`config.mk`:
```
export PLATFORM = sky130hd
export DESIGN_NAME = exec_mdu_ctrl
export DESIGN_NICKNAME = d
export VERILOG_FILES = /design/src/rtl/exec_mdu_ctrl_pkg.sv /design/src/rtl/exec_mdu_ctrl_iter.sv /design/src/rtl/exec_mdu_ctrl.sv
export SDC_FILE = /design/constraint.sdc
export NUM_CORES = 2
export LEC_CHECK = 0
export CELL_PAD_IN_SITES_DETAIL_PLACEMENT = 1
export CELL_PAD_IN_SITES_GLOBAL_PLACEMENT = 2
export CORE_MARGIN = 2
export CORE_UTILIZATION = 41
export DETAILED_ROUTE_END_ITERATION = 10
export HOLD_SLACK_MARGIN = 0.02
export PLACE_DENSITY_LB_ADDON = 0.15
export SLEW_MARGIN = 30
export SYNTH_ARGS = -nofsm -noshare
export SYNTH_HDL_FRONTEND = slang
export SYNTH_SLANG_ARGS = --single-unit
```
`constraint.sdc`:
```
create_clock -name clk -period 69.1 [get_ports clk]
set_input_delay 17.275 -clock clk [delete_from_list [all_inputs] [get_ports clk]]
set_output_delay 17.275 -clock clk [all_outputs]
set_load 0.05 [all_outputs]
```
`src/rtl/exec_mdu_ctrl_pkg.sv`:
```
// -----------------------------------------------------------------------------
// common: shared definitions for the execute stage.
//   u64 / u32      : plain data word typedefs
//   MDU_STATE      : sequencer states of the multiply/divide unit
//   MUL_*          : funct3 encodings of the RV64M operations
//   opSignedA/B    : which operands an operation treats as signed
// -----------------------------------------------------------------------------
package common;

  typedef logic [63:0] u64;
  typedef logic [31:0] u32;

  typedef enum logic [2:0] {
    IDLE,
    PREP,
    RUN,
    FIX,
    DONE
  } MDU_STATE;

  localparam logic [2:0] MUL_MUL    = 3'b000;
  localparam logic [2:0] MUL_MULH   = 3'b001;
  localparam logic [2:0] MUL_MULHSU = 3'b010;
  localparam logic [2:0] MUL_MULHU  = 3'b011;
  localparam logic [2:0] MUL_DIV    = 3'b100;
  localparam logic [2:0] MUL_DIVU   = 3'b101;
  localparam logic [2:0] MUL_REM    = 3'b110;
  localparam logic [2:0] MUL_REMU   = 3'b111;

  // MUL is handled as unsigned: the low half of the product does not depend
  // on operand signedness.
  function automatic logic opSignedA(input logic [2:0] op);
    return (op == MUL_MULH) || (op == MUL_MULHSU) || (op == MUL_DIV) || (op == MUL_REM);
  endfunction

  function automatic logic opSignedB(input logic [2:0] op);
    return (op == MUL_MULH) || (op == MUL_DIV) || (op == MUL_REM);
  endfunction

endpackage

```
`src/rtl/exec_mdu_ctrl_iter.sv`:
```
// -----------------------------------------------------------------------------
// mdu_iter: iterative radix-2 datapath for unsigned magnitudes.
//   Multiply: acc = {high, multiplier}; each step conditionally adds the
//             multiplicand into the high half, then shifts right by one.
//   Divide  : acc = {remainder, quotient}; each step shifts left, trial
//             subtracts the divisor and sets the new quotient bit.
//   width32 confines both algorithms to acc[63:0] (32-bit halves).
// Ports:
//   clk            clock
//   load           capture srcA into the low half (high half cleared) and srcB
//   step           perform one iteration
//   isDiv, width32 algorithm and width select
//   srcA           multiplier / dividend magnitude
//   srcB           multiplicand / divisor magnitude
//   acc            accumulator (product, or {remainder, quotient})
// -----------------------------------------------------------------------------
module mdu_iter #(
  parameter int XLEN = 64
) (
  input  logic              clk,
  input  logic              load,
  input  logic              step,
  input  logic              isDiv,
  input  logic              width32,
  input  logic [XLEN-1:0]   srcA,
  input  logic [XLEN-1:0]   srcB,
  output logic [2*XLEN-1:0] acc
);

  logic [XLEN-1:0]   opnd;
  logic [2*XLEN-1:0] accNext;
  logic [XLEN:0]     sumFull;
  logic [XLEN:0]     diffFull;
  logic [32:0]       sumHalf;
  logic [32:0]       diffHalf;

  always_comb begin
    // NOTE: every signal written here gets a default first, so no path can
    // leave it unassigned and infer a latch.
    accNext  = acc;
    sumFull  = {1'b0, acc[2*XLEN-1:XLEN]} + (acc[0] ? {1'b0, opnd} : '0);
    diffFull = acc[2*XLEN-1:XLEN-1] - {1'b0, opnd};
    sumHalf  = {1'b0, acc[63:32]} + (acc[0] ? {1'b0, opnd[31:0]} : 33'd0);
    diffHalf = acc[63:31] - {1'b0, opnd[31:0]};

    if (isDiv) begin
      // A clear top bit of the difference means the shifted remainder was
      // not below the divisor: keep the difference and set the quotient bit.
      if (width32)
        accNext = !diffHalf[32] ? {{(2*XLEN-64){1'b0}}, diffHalf[31:0], acc[30:0], 1'b1}
                                : {{(2*XLEN-64){1'b0}}, acc[62:0], 1'b0};
      else
        accNext = !diffFull[XLEN] ? {diffFull[XLEN-1:0], acc[XLEN-2:0], 1'b1}
                                  : {acc[2*XLEN-2:0], 1'b0};
    end else begin
      if (width32)
        accNext = {{(2*XLEN-64){1'b0}}, sumHalf, acc[31:1]};
      else
        accNext = {sumFull, acc[XLEN-1:1]};
    end
  end

  // NOTE: pure datapath registers carry no reset; they are always loaded
  // before use and the controller never exposes them outside an operation.
  always_ff @(posedge clk) begin
    // NOTE: sequential state uses non-blocking assignments only.
    if (load) begin
      acc  <= {{XLEN{1'b0}}, srcA};
      opnd <= srcB;
    end else if (step) begin
      acc  <= accNext;
    end
  end

endmodule

```
`src/rtl/exec_mdu_ctrl.sv`:
```
// -----------------------------------------------------------------------------
// exec_mdu_ctrl: execute-stage sequencer for the RV64M multiply/divide unit.
// Latches operand magnitudes and sign flags, runs mdu_iter for 64 (or 32 for
// W-ops) cycles, then sign-corrects and selects the result. Divide by zero
// and signed overflow bypass the iteration. The stage is held through
// ok_to_proceed until the result is ready; flush aborts at any point.
// Ports:
//   clk, rst                 clock, synchronous active-high reset
//   req_valid                valid M-extension instruction in ID/EX
//   mul_op, rv64             funct3 and W-variant select
//   ia, ib                   operands
//   ok_to_proceed_overall    global pipeline advance
//   flush                    kill the instruction in EX
//   ok_to_proceed            stall release for this stage
//   result                   registered result, valid in DONE
//   busy                     operation in flight (not IDLE, not DONE)
// -----------------------------------------------------------------------------
module exec_mdu_ctrl
  import common::*;
#(
  parameter int XLEN = 64
) (
  input  logic            clk,
  input  logic            rst,
  input  logic            req_valid,
  input  logic [2:0]      mul_op,
  input  logic            rv64,
  input  logic [XLEN-1:0] ia,
  input  logic [XLEN-1:0] ib,
  input  logic            ok_to_proceed_overall,
  input  logic            flush,
  output logic            ok_to_proceed,
  output logic [XLEN-1:0] result,
  output logic            busy
);

  function automatic logic [XLEN-1:0] sextW(input logic [XLEN-1:0] v);
    return {{(XLEN-32){v[31]}}, v[31:0]};
  endfunction

  function automatic logic [XLEN-1:0] zextW(input logic [XLEN-1:0] v);
    return {{(XLEN-32){1'b0}}, v[31:0]};
  endfunction

  MDU_STATE          state;
  logic [6:0]        cnt;
  logic [2:0]        op;
  logic              isW;
  logic [XLEN-1:0]   aExt, bExt, magA, magB;
  logic              negProd, negRem;
  logic [2*XLEN-1:0] acc;

  // Operand conditioning on the incoming instruction
  logic            inSgnA, inSgnB, inNegA, inNegB;
  logic [XLEN-1:0] inA, inB, inMagA, inMagB;

  always_comb begin
    inSgnA = opSignedA(mul_op);
    inSgnB = opSignedB(mul_op);
    inA    = rv64 ? (inSgnA ? sextW(ia) : zextW(ia)) : ia;
    inB    = rv64 ? (inSgnB ? sextW(ib) : zextW(ib)) : ib;
    inNegA = inSgnA & inA[XLEN-1];
    inNegB = inSgnB & inB[XLEN-1];
    inMagA = inNegA ? -inA : inA;
    inMagB = inNegB ? -inB : inB;
  end

  always_ff @(posedge clk) begin
    if (state == IDLE && req_valid && !flush) begin
      op      <= mul_op;
      isW     <= rv64;
      aExt    <= inA;
      bExt    <= inB;
      magA    <= inMagA;
      magB    <= inMagB;
      negProd <= inNegA ^ inNegB;  // also the quotient sign
      negRem  <= inNegA;           // remainder follows the dividend
    end
  end

  // Special-case divides, resolved in PREP without iterating
  logic [XLEN-1:0] minNeg, specialRes;
  logic            divZero, divOvf, special;

  always_comb begin
    minNeg     = isW ? {{(XLEN-31){1'b1}}, 31'd0} : {1'b1, {(XLEN-1){1'b0}}};
    divZero    = (bExt == '0);
    divOvf     = opSignedA(op) && (aExt == minNeg) && (&bExt);
    special    = op[2] && (divZero || divOvf);
    specialRes = divZero ? (op[1] ? aExt : '1) : (op[1] ? '0 : aExt);
    if (isW)
      specialRes = sextW(specialRes);
  end

  // Result selection from the finished accumulator
  logic [2*XLEN-1:0] prod;
  logic [XLEN-1:0]   quot, rem, fixRes;

  always_comb begin
    prod = negProd ? -acc : acc;
    quot = isW ? zextW(acc[XLEN-1:0]) : acc[XLEN-1:0];
    rem  = isW ? zextW(acc[63:32]) : acc[2*XLEN-1:XLEN];
    if (op[2])
      fixRes = op[1] ? (negRem ? -rem : rem) : (negProd ? -quot : quot);
    else if (op[1:0] == 2'b00)
      fixRes = prod[XLEN-1:0];
    else
      fixRes = isW ? zextW(prod[XLEN-1:0] >> 32) : prod[2*XLEN-1:XLEN];
    if (isW)
      fixRes = sextW(fixRes);
  end

  mdu_iter #(.XLEN(XLEN)) u_iter (
    .clk     (clk),
    .load    (state == PREP),
    .step    (state == RUN),
    .isDiv   (op[2]),
    .width32 (isW),
    .srcA    (magA),
    .srcB    (magB),
    .acc     (acc)
  );

  always_ff @(posedge clk) begin
    if (rst) begin
      state  <= IDLE;
      result <= '0;
      cnt    <= '0;
    end else if (flush) begin
      state <= IDLE;
    end else begin
      case (state)
        IDLE: if (req_valid) state <= PREP;
        PREP: begin
          if (special) begin
            result <= specialRes;
            state  <= DONE;
          end else begin
            cnt   <= isW ? 7'd32 : 7'd64;
            state <= RUN;
          end
        end
        RUN: begin
          cnt <= cnt - 7'd1;
          if (cnt == 7'd1) state <= FIX;
        end
        FIX: begin
          result <= fixRes;
          state  <= DONE;
        end
        DONE:    if (ok_to_proceed_overall) state <= IDLE;
        default: state <= IDLE;
      endcase
    end
  end

  assign ok_to_proceed = flush | ~req_valid | (state == DONE);
  assign busy          = (state != IDLE) && (state != DONE);

endmodule

```
* Word level (Yosys, flattened, before mapping)
Index checks and enable logic that the tools add are counted.
W data, S select, Z words.
** Word-level totals
- Input port bits :: 137
- Output and inout port bits :: 66
- Logic and storage cells :: 118
- Register bits :: 528
** Cells by class
- Equality and inequality tests :: 20
- Multiplexer cells :: 40
- Reduce and logical (&&, ||, !) cells :: 27
- Bitwise operators :: 7
- Add/sub/neg operators :: 10
** Operator list (number)
- $mux W64 :: 24
- $mux W128 :: 5
- $neg A64 Y64 :: 4
- $neg A128 Y128 :: 1
- $pmux W64 S2 :: 1
- $add A64 B64 Y65 :: 1
- $sub A65 B64 Y65 :: 1
- $eq A64 B64 Y1 :: 1
- $logic_not A64 Y1 :: 1
- $reduce_and A64 Y1 :: 1
- $mux W63 :: 1
- $add A32 B33 Y33 :: 1
- $sub A33 B32 Y33 :: 1
- $mux W32 :: 1
- $eq A3 B3 Y1 const B :: 5
- $pmux W3 S5 :: 1
- $mux W7 :: 2
- $pmux W7 S2 :: 1
- $eq A3 B2 Y1 const B :: 4
- $mux W3 :: 4
- $ne A2 B2 Y1 const B :: 5
- $eq A3 B1 Y1 const B :: 3
- $logic_or A1 B1 Y1 :: 9
- $reduce_and A3 Y1 :: 3
- 14 further kinds :: 23

* Depth between registers and ports, before layout
- Depth in word-level cells :: 10
- Depth in mapped cells :: 29
- Mapped depth without buffers :: 19

* Cells and area by module
Synthesis repeated with hierarchy kept, for this count alone.
** Second synthesis, totals
- Cell total of the unflattened synthesis :: 5896
- Area, all modules :: 47689.5 um^2
** Modules (own cells, without submodules)
- exec_mdu_ctrl :: times used 1, area an instance 24696.2 um^2, cells each 2906, seq. area each 9288.9 um^2
- mdu_iter :: times used 1, area an instance 22993.3 um^2, cells each 2990, seq. area each 5124.9 um^2

* Least setup slack after synthesis
Ideal clock, no wire load.
- Path type :: input-to-reg
- Start :: in flush
- End :: reg aExt[0], enable pin
- Setup slack :: 32.826 ns
- Data arrival time :: 35.075 ns
- Required time :: 67.901 ns
- Library setup time :: 1.199 ns
- Stages on the path :: 3
- Buffers on the path :: 1
- Cell sequence :: clkbuf_1 -> nand2b_1 -> nor3_1
** On the way
- Longest elaborated chain between the ends :: 2
** Ends and longest elaborated chain
- from (decl) :: line exec_mdu_ctrl.sv:31 : input logic flush,
- $logic_not A1 Y1 :: line exec_mdu_ctrl.sv:69 : if (state == IDLE && req_valid && !flush) begin
- $logic_and A1 B1 Y1 :: line exec_mdu_ctrl.sv:69
- to (signal assigned) :: line exec_mdu_ctrl.sv:72 : aExt <= inA;
- to (decl) :: line exec_mdu_ctrl.sv:49 : logic [XLEN-1:0] aExt, bExt, magA, magB;
No other way between the ends.
A chain may end at the register's enable or synchronous reset.

* Worst setup path after layout
- Start :: in flush
- End :: out ok_to_proceed
** On the way
- Longest elaborated chain between the ends :: 2
** Ends and longest elaborated chain
- $or A1 B1 Y1 (2 in series) :: line exec_mdu_ctrl.sv:157 : assign ok_to_proceed = flush | ~req_valid | (state == DONE);
- to (decl) :: line exec_mdu_ctrl.sv:32 : output logic ok_to_proceed,
No other way between the ends.

==> impl_metrics.json <==
{
  "finalCritPeriodShare_pct": 52.5,
  "antenna_found_initial": 11,
  "status": "finished clean",
  "path_max_fanout": 8,
  "clk_latency_ps": 690,
  "layout.nets": 6138,
  "ys.flop_type": "edfxtp_1",
  "cts_setup_buffers": 0,
  "power.density_nw_per_um2": 21.6,
  "clockPowerShare_pct": 33.7,
  "p_sw_w": 0.000420,
  "cts-htree-levels": 3,
  "routed_wl_um": 221000,
  "r2r_cells": 20,
  "drive_gt1_share_pct": 5.81,
  "layout.area.seq_sq_um": 14400,
  "ant_nets": 0,
  "crit_buf_inv": 2,
  "hpwl_um": 170000,
  "dieWidth_um": 342,
  "synth_edf_count": 388,
  "num_vias": 47700,
  "seqPwrFrac_pct": 35.3,
  "r2r-end": "u_iter.acc[105]$_SDFFE_PP0P_",
  "fillers": 13700,
  "pwr-share-comb_pct": 31.0,
  "placed_cell_area_sq_um": 49900,
  "finalCriticalPeriod_ps": 36290,
  "p_sw_share_pct": 37.2,
  "power_leakage_nw": 19.3,
  "min_to": "u_iter.opnd[3]$_DFFE_PP_",
  "clock_skew_ps": 48.5,
  "finalHoldViolCount": 0,
  "die_area_sq_um": 117000,
  "tightest_slew_ps": 1140,
  "tns_ps": 0,
  "grt_pass1_wl_um": 319000,
  "maxSlewHeadroom_pct": 23.6,
  "synthDistinctLibCells": 107,
  "utilization_pct": 46.0,
  "drt_iter0_markers": 4724,
  "core_area_sq_um": 114000,
  "max_freq_mhz": 27.6,
  "max_stage_delay_ps": 800,
  "area.growth.synth_to_final_pct": 11.6,
  "crit_top_cell": "clkdlybuf4s50_1",
  "fp.dieH_um": 342,
  "cts_sinks": 526,
  "synth_cells": 5976,
  "cts_tree": "done",
  "ctsHoldBuffers": 0,
  "worst_setup_path_end_kind": "output pin",
  "avgSynthCellArea_sq_um": 7.85,
  "place_congestion": 1.02,
  "yosysSeqAreaShare_pct": 30.7,
  "first_pass_iters": 6,
  "path_class": "input port to output pin",
  "synth_seq_cells": 526,
  "viasPerCell": 6.41,
  "vdd_ir_drop_max_v": 0.0000203,
  "num_rows": 124,
  "min_from": "magB[3]$_DFFE_PP_",
  "hold_class": "flop to flop",
  "drc": 0,
  "path_clk_slew_ps": 60,
  "synth_nets": 6253,
  "yosys_warnings": 0,
  "crit_chain": "clkdlybuf4s50_1, nand2b_1, a21o_1, clkdlybuf4s50_1",
  "cts_buffer_depth": 3,
  "grt-ovfl-total": 0,
  "io_buffers": 202,
  "initial_utilization_pct": 41.2,
  "netlist_area_sq_um": 46900,
  "path_delay_family": "buffers and inverters",
  "final_cell_area_sq_um": 52400,
  "grt_pass1_vias": 45900,
  "wire_per_inst_um": 29.7,
  "grt_max_degree": 124,
  "grt_usage_pct": 36.6,
  "rrSetupSlack_ps": 61800,
  "clockRootBuffer": "clkbuf_16",
  "crit_slowest_cell": "clkdlybuf4s50_1",
  "multi_input_area_sq_um": 30100,
  "hold_depth": 0,
  "crit_required_ps": 51830,
  "cp.arrival_ps": 19010,
  "ys_async_sr_fraction_pct": 0,
  "report.final.slew_viol_count": 0,
  "r2r_start": "u_iter.acc[63]$_DFFE_PP_",
  "drv_cap": 0,
  "internal_power_w": 0.000711,
  "ios": 203,
  "cts_resized": 0,
  "cts_buffers": 67,
  "cp-start-kind": "input port",
  "setup_viol": 0,
  "rsz0062_at_grt": "false"
}
==> routing by layer <==
layer	vias up	global-route usage (%)	part of all wire, %
met5	-	0	0.022
met4	8	15.4	4.8
met3	347	4.67	7.0
met2	1915	55.9	43
met1	23800	51.8	45
li1	21600	-	-
==> synthesized netlist by cell type, drive strengths merged, types with 33 or more instances <==
library cell | instances | area (sq um)
nand2 | 629 | 2370
o21ai | 595 | 2990
nor2 | 591 | 2230
a21oi | 465 | 2330
clkbuf | 401 | 1510
edfxtp | 388 | 11700
xnor2 | 365 | 3200
xor2 | 192 | 1680
inv | 175 | 657
a21o | 158 | 1190
dfxtp | 138 | 2760
ha | 138 | 1730
mux2i | 133 | 1330
nor3 | 126 | 636
nand3 | 112 | 566
buf | 99 | 435
nand2b | 84 | 533
nand4 | 84 | 538
nor4 | 80 | 552
a211oi | 74 | 556
o31ai | 70 | 554
a31oi | 68 | 425
o211ai | 67 | 508
o22ai | 54 | 338
maj3 | 50 | 500
or3 | 47 | 309
o221ai | 46 | 403
a32oi | 41 | 359
and2 | 39 | 244
o41ai | 35 | 329
or2 | 33 | 206
==> registers in the layout, indices dropped and copies added (netlist names) <==
| signal | count |
|---|---|
| aExt | 64 |
| isW | 1 |
| cnt | 7 |
| state | 3 |
| op | 3 |
| u_iter.acc | 128 |
| bExt | 64 |
| magA | 63 |
| negRem | 1 |
| magB | 63 |
| result | 64 |
| u_iter.opnd | 64 |
| negProd | 1 |
==> cells by family after synthesis <==
family                     Yosys count  share of synthesized area [%]
muxes                              143                           3.08
AOI/OAI and AO/OA                 1917                           25.7
adders and majority gates          190                           4.83
and+or+nand+nor                   1965                           19.7
xor gates and xnor gates           557                           10.4
DFF                                526                           30.7
buffers and inverters              678                           5.56
==> final cells by class <==
cell class | count | area share (%)
multi-input combinational | 4772 | 57.5
sequential | 526 | 27.5
timing repair buffer | 316 | 5.60
tap | 1512 | 3.61
clock buffer | 82 | 3.48
inverter | 178 | 1.29
clock inverter | 42 | 1.00
antenna | 12 | 0.0573
==> how the worst max path moves through the flow <==
stage	start	to	slack, ps	cells past startpoint
floorplan	flush	aExt[0]$_DFFE_PP_	32830	3
global placement	flush	ok_to_proceed	32840	4
detailed placement	flush	ok_to_proceed	32830	4
CTS	flush	ok_to_proceed	32820	4
global route	flush	ok_to_proceed	32750	4
finish	flush	ok_to_proceed	32810	4
==> cell usage in the layout, fill, tap and decap left out, drive strengths merged, types with 158 or more instances in the layout <==
master | netlist | routed
a21o | 158 | 158
a21oi | 465 | 465
nor2 | 591 | 591
xor2 | 192 | 192
edfxtp | 388 | 388
inv | 175 | 181
nand2 | 629 | 629
o21ai | 595 | 595
xnor2 | 365 | 365
clkdlybuf4s50 | 0 | 200
==> power groups by stage <==
stage	logic, W	clock network [W]	registers (W)
finish	0.000351	0.000381	0.000400
floorplan	0.000239	0	0.000386
global placement	0.000335	0	0.000404
detailed placement	0.000340	0	0.000405
CTS	0.000343	0.000384	0.000398
global route	0.000376	0.000394	0.000401
==> through the flow <==
step	hold WS [ps]	setup slack (ps)	power, W	std cells
floorplan	400	32830	0.000625	5976
global placement	404	32840	0.000739	7300
detailed placement	408	32830	0.000745	7300
CTS	396	32820	0.00112	7424
global route	406	32750	0.00117	7428
finish	398	32810	0.00113	7440
Power figures use the tool's default switching activity.
